**config.mk**
```make
export PLATFORM = sky130hd
export DESIGN_NAME = crack_dispatch
export DESIGN_NICKNAME = d
export VERILOG_FILES = /design/src/rtl/crack_dispatch.sv
export SDC_FILE = /design/constraint.sdc
export NUM_CORES = 1
export LEC_CHECK = 0
export CAP_MARGIN = 20
export CORE_MARGIN = 8
export CORE_UTILIZATION = 30
export DETAILED_ROUTE_END_ITERATION = 8
export SLEW_MARGIN = 20
export SYNTH_ARGS = -nofsm -noshare
export SYNTH_HDL_FRONTEND = slang
export SYNTH_SLANG_ARGS = --single-unit
export TNS_END_PERCENT = 5
```
**constraint.sdc**
```tcl
create_clock -name clk -period 7.2 [get_ports clk]
set_input_delay 2.16 -clock clk [delete_from_list [all_inputs] [get_ports clk]]
set_output_delay 2.16 -clock clk [all_outputs]
set_load 0.05 [all_outputs]
```
**src/rtl/crack_dispatch.sv**
```systemverilog
// crack_dispatch: key-search scheduler for the ARC4 cracking datapath.
// Hands candidate keys from a programmable range, in ascending order, to
// NCORES parallel crack engines and reports the lowest key that decrypted
// to valid plaintext, or "not found".
//
// Ports:
//   clk, rst          clock, synchronous active-high reset
//   en / rdy          start request / block idle or done (rdy/en handshake)
//   first_key         first candidate, sampled on en
//   last_key          last candidate (inclusive), sampled on en
//   found, key_out    result, valid while done; key_out is 0 when not found
//   core_rdy[i]       engine i idle and able to accept a key
//   core_en[i]        one-cycle start pulse to engine i
//   core_key          key for engine i in slice [i*KEY_W +: KEY_W]
//   core_done[i]      one-cycle completion pulse from engine i
//   core_hit[i]       qualifies core_done[i]: 1 = key matched
module crack_dispatch #(
  parameter int NCORES = 2,
  parameter int KEY_W  = 24
) (
  input  logic                    clk,
  input  logic                    rst,
  input  logic                    en,
  output logic                    rdy,
  input  logic [KEY_W-1:0]        first_key,
  input  logic [KEY_W-1:0]        last_key,
  output logic                    found,
  output logic [KEY_W-1:0]        key_out,
  input  logic [NCORES-1:0]       core_rdy,
  output logic [NCORES-1:0]       core_en,
  output logic [NCORES*KEY_W-1:0] core_key,
  input  logic [NCORES-1:0]       core_done,
  input  logic [NCORES-1:0]       core_hit
);

  localparam int PTR_W = (NCORES > 1) ? $clog2(NCORES) : 1;

  typedef enum logic [1:0] {IDLE, DISPATCH, DRAIN, DONE} state_t;

  state_t             state, state_next;
  logic [KEY_W-1:0]   next_key;
  logic [KEY_W-1:0]   limit_key;
  logic [KEY_W-1:0]   best_key;
  logic               best_valid;
  logic               exhausted;
  logic [NCORES-1:0]  in_flight;
  logic [PTR_W-1:0]   rr_ptr;

  logic               start;
  logic               dispatch_ok;
  logic [NCORES-1:0]  avail;
  logic               hi_found, lo_found;
  logic [PTR_W-1:0]   hi_idx, lo_idx;
  logic [PTR_W-1:0]   grant_idx;
  logic               grant_valid;
  logic [NCORES-1:0]  grant_oh;
  logic [PTR_W-1:0]   ptr_next;
  logic [NCORES-1:0]  done_mask;
  logic               hit_valid;
  logic [KEY_W-1:0]   hit_key;

  assign start       = en && ((state == IDLE) || (state == DONE));
  assign dispatch_ok = (state == DISPATCH) && !exhausted && !best_valid;
  assign avail       = core_rdy & ~in_flight;
  // Results from engines not in flight (e.g. work issued before a reset)
  // are dropped here.
  assign done_mask   = (state != IDLE) ? (core_done & in_flight) : '0;

  // State register
  always_ff @(posedge clk) begin
    if (rst) begin
      state <= IDLE;
    end else begin
      state <= state_next;
    end
  end

  // Next-state logic. DRAIN looks at the in-flight set as it will be after
  // this cycle's completions so rdy rises one cycle after the last done.
  always_comb begin
    state_next = state;
    case (state)
      IDLE, DONE: begin
        if (start) begin
          state_next = (last_key < first_key) ? DONE : DISPATCH;
        end
      end
      DISPATCH: begin
        if (exhausted || best_valid) begin
          state_next = DRAIN;
        end
      end
      DRAIN: begin
        if ((in_flight & ~done_mask) == '0) begin
          state_next = DONE;
        end
      end
      default: state_next = IDLE;
    endcase
  end

  // Output logic
  always_comb begin
    rdy     = (state == IDLE) || (state == DONE);
    found   = (state == DONE) && best_valid;
    key_out = found ? best_key : '0;
  end

  // Round-robin arbiter: the descending scan leaves the lowest free engine
  // at or above the pointer in hi_idx and the lowest free engine overall in
  // lo_idx, which is the wrap-around choice.
  always_comb begin
    hi_found = 1'b0;
    lo_found = 1'b0;
    hi_idx   = '0;
    lo_idx   = '0;
    for (int i = NCORES - 1; i >= 0; i--) begin
      if (avail[i]) begin
        lo_found = 1'b1;
        lo_idx   = PTR_W'(i);
        if (PTR_W'(i) >= rr_ptr) begin
          hi_found = 1'b1;
          hi_idx   = PTR_W'(i);
        end
      end
    end
    grant_idx   = hi_found ? hi_idx : lo_idx;
    grant_valid = dispatch_ok && (hi_found || lo_found);
    grant_oh    = '0;
    for (int i = 0; i < NCORES; i++) begin
      if (grant_valid && (PTR_W'(i) == grant_idx)) begin
        grant_oh[i] = 1'b1;
      end
    end
    ptr_next = (grant_idx == PTR_W'(NCORES - 1)) ? '0 : grant_idx + PTR_W'(1);
  end

  // Lowest key among all hits completing this cycle. An engine's core_key
  // slice is held until its next grant, and no grant can land on an engine
  // in flight, so the slice doubles as that engine's tag.
  always_comb begin
    hit_valid = 1'b0;
    hit_key   = '0;
    for (int i = 0; i < NCORES; i++) begin
      if (done_mask[i] && core_hit[i]) begin
        if (!hit_valid || (core_key[i*KEY_W +: KEY_W] < hit_key)) begin
          hit_valid = 1'b1;
          hit_key   = core_key[i*KEY_W +: KEY_W];
        end
      end
    end
  end

  // Datapath: key counter, limit, best hit, in-flight tracking, engine ports.
  // exhausted is set when the limit itself is granted, so the counter never
  // needs to count past the top of the key space.
  always_ff @(posedge clk) begin
    if (rst) begin
      next_key   <= '0;
      limit_key  <= '0;
      best_key   <= '0;
      best_valid <= 1'b0;
      exhausted  <= 1'b0;
      in_flight  <= '0;
      rr_ptr     <= '0;
      core_en    <= '0;
      core_key   <= '0;
    end else begin
      core_en   <= grant_oh;
      in_flight <= (in_flight & ~done_mask) | grant_oh;
      if (start) begin
        next_key   <= first_key;
        limit_key  <= last_key;
        best_key   <= '0;
        best_valid <= 1'b0;
        exhausted  <= 1'b0;
        rr_ptr     <= '0;
      end else begin
        if (grant_valid) begin
          next_key <= next_key + KEY_W'(1);
          rr_ptr   <= ptr_next;
          if (next_key == limit_key) begin
            exhausted <= 1'b1;
          end
        end
        if (hit_valid && (!best_valid || (hit_key < best_key))) begin
          best_valid <= 1'b1;
          best_key   <= hit_key;
        end
      end
      for (int i = 0; i < NCORES; i++) begin
        if (grant_oh[i]) begin
          core_key[i*KEY_W +: KEY_W] <= next_key;
        end
      end
    end
  end

endmodule
```
==> run metrics, run 1 <==
Reg area=between 2000 and 3000 µm²; vias in the first global route=6962; htree depth=4; Crit. End Element=register; r2r worst-path depth=22; Final Hold Fails=0; DR WL/cell=around 17 µm; CTS Buffer Depth=2; Clk Latency, worst-skew pair=0.43 ns; final wirelength=24.10 mm; Worst Setup SP=core_done[0]; Num Clock Sinks=roughly 130; FP Rows=58; syn_area_per_cell=7.869 µm²; Worst Clk Skew=approximately 0.012 ns; Max IR drop VDD=0.0003857 V; critical-path maximum fanout=28; fin crit share=94.47%; Yosys reg bits=about 130; CTS clock-pin slew for the worst setup and hold paths=0.06 ns; Netlist cell types=52; met2 Track Usage GR=23.62%; Final min period=~7 ns; Final ANT Viol Nets=0; Slew Limit Fails=0; CP required=7.53 ns; Die Span X=176.2 µm; sequential fraction of the synthesis area=33.56%; crit path DAT=7.13 ns; crit start category=input port; CTS hold repair buffers=0; area grow syn2layout=30.97%; via count=just over 7000; multi-input logic area=4566 µm²; initial antenna violation count=0; grt ovf=0; Synth area leaders=dfxtp_1 34%, ha_1 12%, nand2_1 9.6%, a21oi_1 6.4%, inv_1 3.8%; CTS Buf Count=17; Reg2Reg Setup Slack=1.82 ns; Reg2Reg Capture Point=best_key[13]$_SDFFE_PP0P_; GRT Util Overall=15.52%; Remaining DRCs=0; worst slew pin tran=about 1.1 ns; die height=176.2 µm; Initial Utilization=30.56%; fin cells=1439; share of cells above drive strength 1=8.837%; final setup fails=0; CTS tree=built; wire length of the first global-routing pass=38.43 mm; GR peak layer=met2; Boundary Pins=133; GPL Wtd Cong=slightly above 0.8; worst reg2reg startpoint=state[0]$_SDFFE_PP0P_; most common cell in the netlist=nand2_1; PwrDens=274.8 nW/µm²; CP Class=in -> reg; HP Class=reg -> reg; ys flop type=dfxtp_1; Async SR Flop Fraction=0%; Synth Instances=978; CP endpoint=best_key[13]$_SDFFE_PP0P_; post-synth top area share=33.56%; initial DRC count=577; FMAX=0.1470 GHz; largest net degree at the start of global routing=104; dominant cell type by area after synthesis=dfxtp_1; Cell Area, Synth=7696 µm²; Detail Placement HPWL=18.28 mm; status=completed; Pre-antenna DRT Iters=8; root buffer cell=clkbuf_16; worst rel slew slack=26.51%; Vias/cell=5.006; Placed Cells=1407; Nets=1228; met3 Use GR=roughly 3.4%; setup TNS=0 ns; Synthesis Warnings=0; PortBufs=132; RSZ-0062 raised after global routing=no; die area=~31000 µm²; Max Cap Violations=0; # fillers=2555; GR met1 Demand/Resource=21.63%; post-synth net total=1110; power after layout=0.002770 W; Post-synth EDFFs=0; area of the core=25180 µm²; synth cell count leaders=196 x nand2_1, 129 x dfxtp_1, 98 x a21oi_1; Leak=4.102 nW; Inserted Diodes=0
[area by class of cell]
| type | count | share of cell area [%] |
|---|---|---|
| multi-input cells | 706 | 45.30 |
| flip-flops and latches | 129 | 25.62 |
| repair buffers | 164 | 15.69 |
| clock buffers | 17 | 4.220 |
| well taps | 330 | 4.096 |
| inverters | 78 | 2.905 |
| clock inverters | 15 | 2.172 |
[metrics by stage]
stage               hold WS [ns]  area [µm²]  worst slack (ns)  util (%)
global route              0.4871       10080           0.01203     40.03
CTS                       0.4684       10070            0.4536     40.01
floorplan                 0.4481        7696            0.4065         -
finish                    0.4660       10080            0.3984     40.03
global placement          0.4538        9425            0.1768     37.43
detailed placement        0.4596        9430           0.01115     37.45
[cells in the final DEF (no fill, tap or decap), drive strengths merged, types with 29 or more instances in the layout]
cell           count
nor2              45
inv               86
nand2            196
ha                75
a21oi             98
buf               33
clkdlybuf4s50    131
and3              29
a211oi            46
dfxtp            129
[report_power, final]
| part | leakage (nW) | switching [W] | total (W) | internal, W |
|---|---|---|---|---|
| Clock | 0.315 | 0.000363 | 0.000955 | 0.000592 |
| Combinational | 2.74 | 0.000508 | 0.000809 | 0.000302 |
| Sequential | 1.05 | 0.000175 | 0.00101 | 0.000831 |
[worst min-delay path by stage]
stage / start / end / slack, ns / cells after the start
after CTS: limit_key[3]$_SDFFE_PP0P_ / limit_key[3]$_SDFFE_PP0P_ / 0.47 / 2
after global placement: limit_key[21]$_SDFFE_PP0P_ / limit_key[21]$_SDFFE_PP0P_ / 0.45 / 2
after detailed placement: limit_key[3]$_SDFFE_PP0P_ / limit_key[3]$_SDFFE_PP0P_ / 0.46 / 2
final: limit_key[3]$_SDFFE_PP0P_ / limit_key[3]$_SDFFE_PP0P_ / 0.47 / 2
after global routing: limit_key[11]$_SDFFE_PP0P_ / limit_key[11]$_SDFFE_PP0P_ / 0.49 / 2
after floorplan: limit_key[10]$_SDFFE_PP0P_ / limit_key[10]$_SDFFE_PP0P_ / 0.45 / 2
[repair_timing]
item,CTS,global route
gates resized for setup,0,1
setup endpoints to repair,0,2
buffers inserted,0,0
[logic make-up (layout without fill, tap and decap cells)]
logic type | after synthesis | after routing | synth area share (%)
compound gates | 254 | 254 | 22.52
xor+xnor | 42 | 42 | 4.780
fa+ha+maj | 75 | 75 | 12.19
buf+inv | 143 | 274 | 7.348
flops | 129 | 129 | 33.56
simple gates | 335 | 335 | 19.61
[worst max-delay path, cell delays in order]
cell and delay [ns]:
clkdlybuf4s50_1 0.48, and4b_1 0.24, buf_12 0.18, nand2_1 0.07, ha_1 0.33, nand4_1 0.16, nor4_1 0.33, o21ai_0 0.16
o211ai_2 0.20, nand2_1 0.23, a22oi_1 0.32, inv_1 0.08, ha_1 0.27, nand3_1 0.09, or3_1 0.45, or2_0 0.25
a211oi_1 0.26, a41oi_2 0.17, and3_1 0.24, buf_12 0.18, a211oi_1 0.23
[sequential cells by signal, indices dropped and copies added, names as in the netlist]
name,flops
core_key,48
best_key,24
limit_key,24
next_key,24
core_en,2
in_flight,2
state,2
best_valid,1
exhausted,1
rr_ptr,1
[routing by layer]
layer	part of all wire (%)	routed length [µm]
met5	0	0
met4	1.8	431
met3	5.4	1308
met2	44	10500
met1	49	11870
(Power assumes the default switching activity.)
==> inputs of run 2 (changes only) <==
--- a/config.mk
+++ b/config.mk
@@ -8,6 +8,7 @@
 export CAP_MARGIN = 20
 export CORE_MARGIN = 8
 export CORE_UTILIZATION = 30
+export CTS_CLUSTER_DIAMETER = 200
 export DETAILED_ROUTE_END_ITERATION = 8
 export SLEW_MARGIN = 20
 export SYNTH_ARGS = -nofsm -noshare
==> results of run 2 <==
No change in the layout: final DEF, timing and power equal those of run 1.
==> inputs of run 3 (changes only) <==
--- a/config.mk
+++ b/config.mk
@@ -10,6 +10,8 @@
 export CORE_UTILIZATION = 30
 export CTS_CLUSTER_DIAMETER = 200
 export DETAILED_ROUTE_END_ITERATION = 8
+export HOLD_SLACK_MARGIN = 0.12
+export SKIP_LAST_GASP = 1
 export SLEW_MARGIN = 20
 export SYNTH_ARGS = -nofsm -noshare
 export SYNTH_HDL_FRONTEND = slang
==> results of run 3 <==
No change in the layout: final DEF, timing and power equal those of run 1.
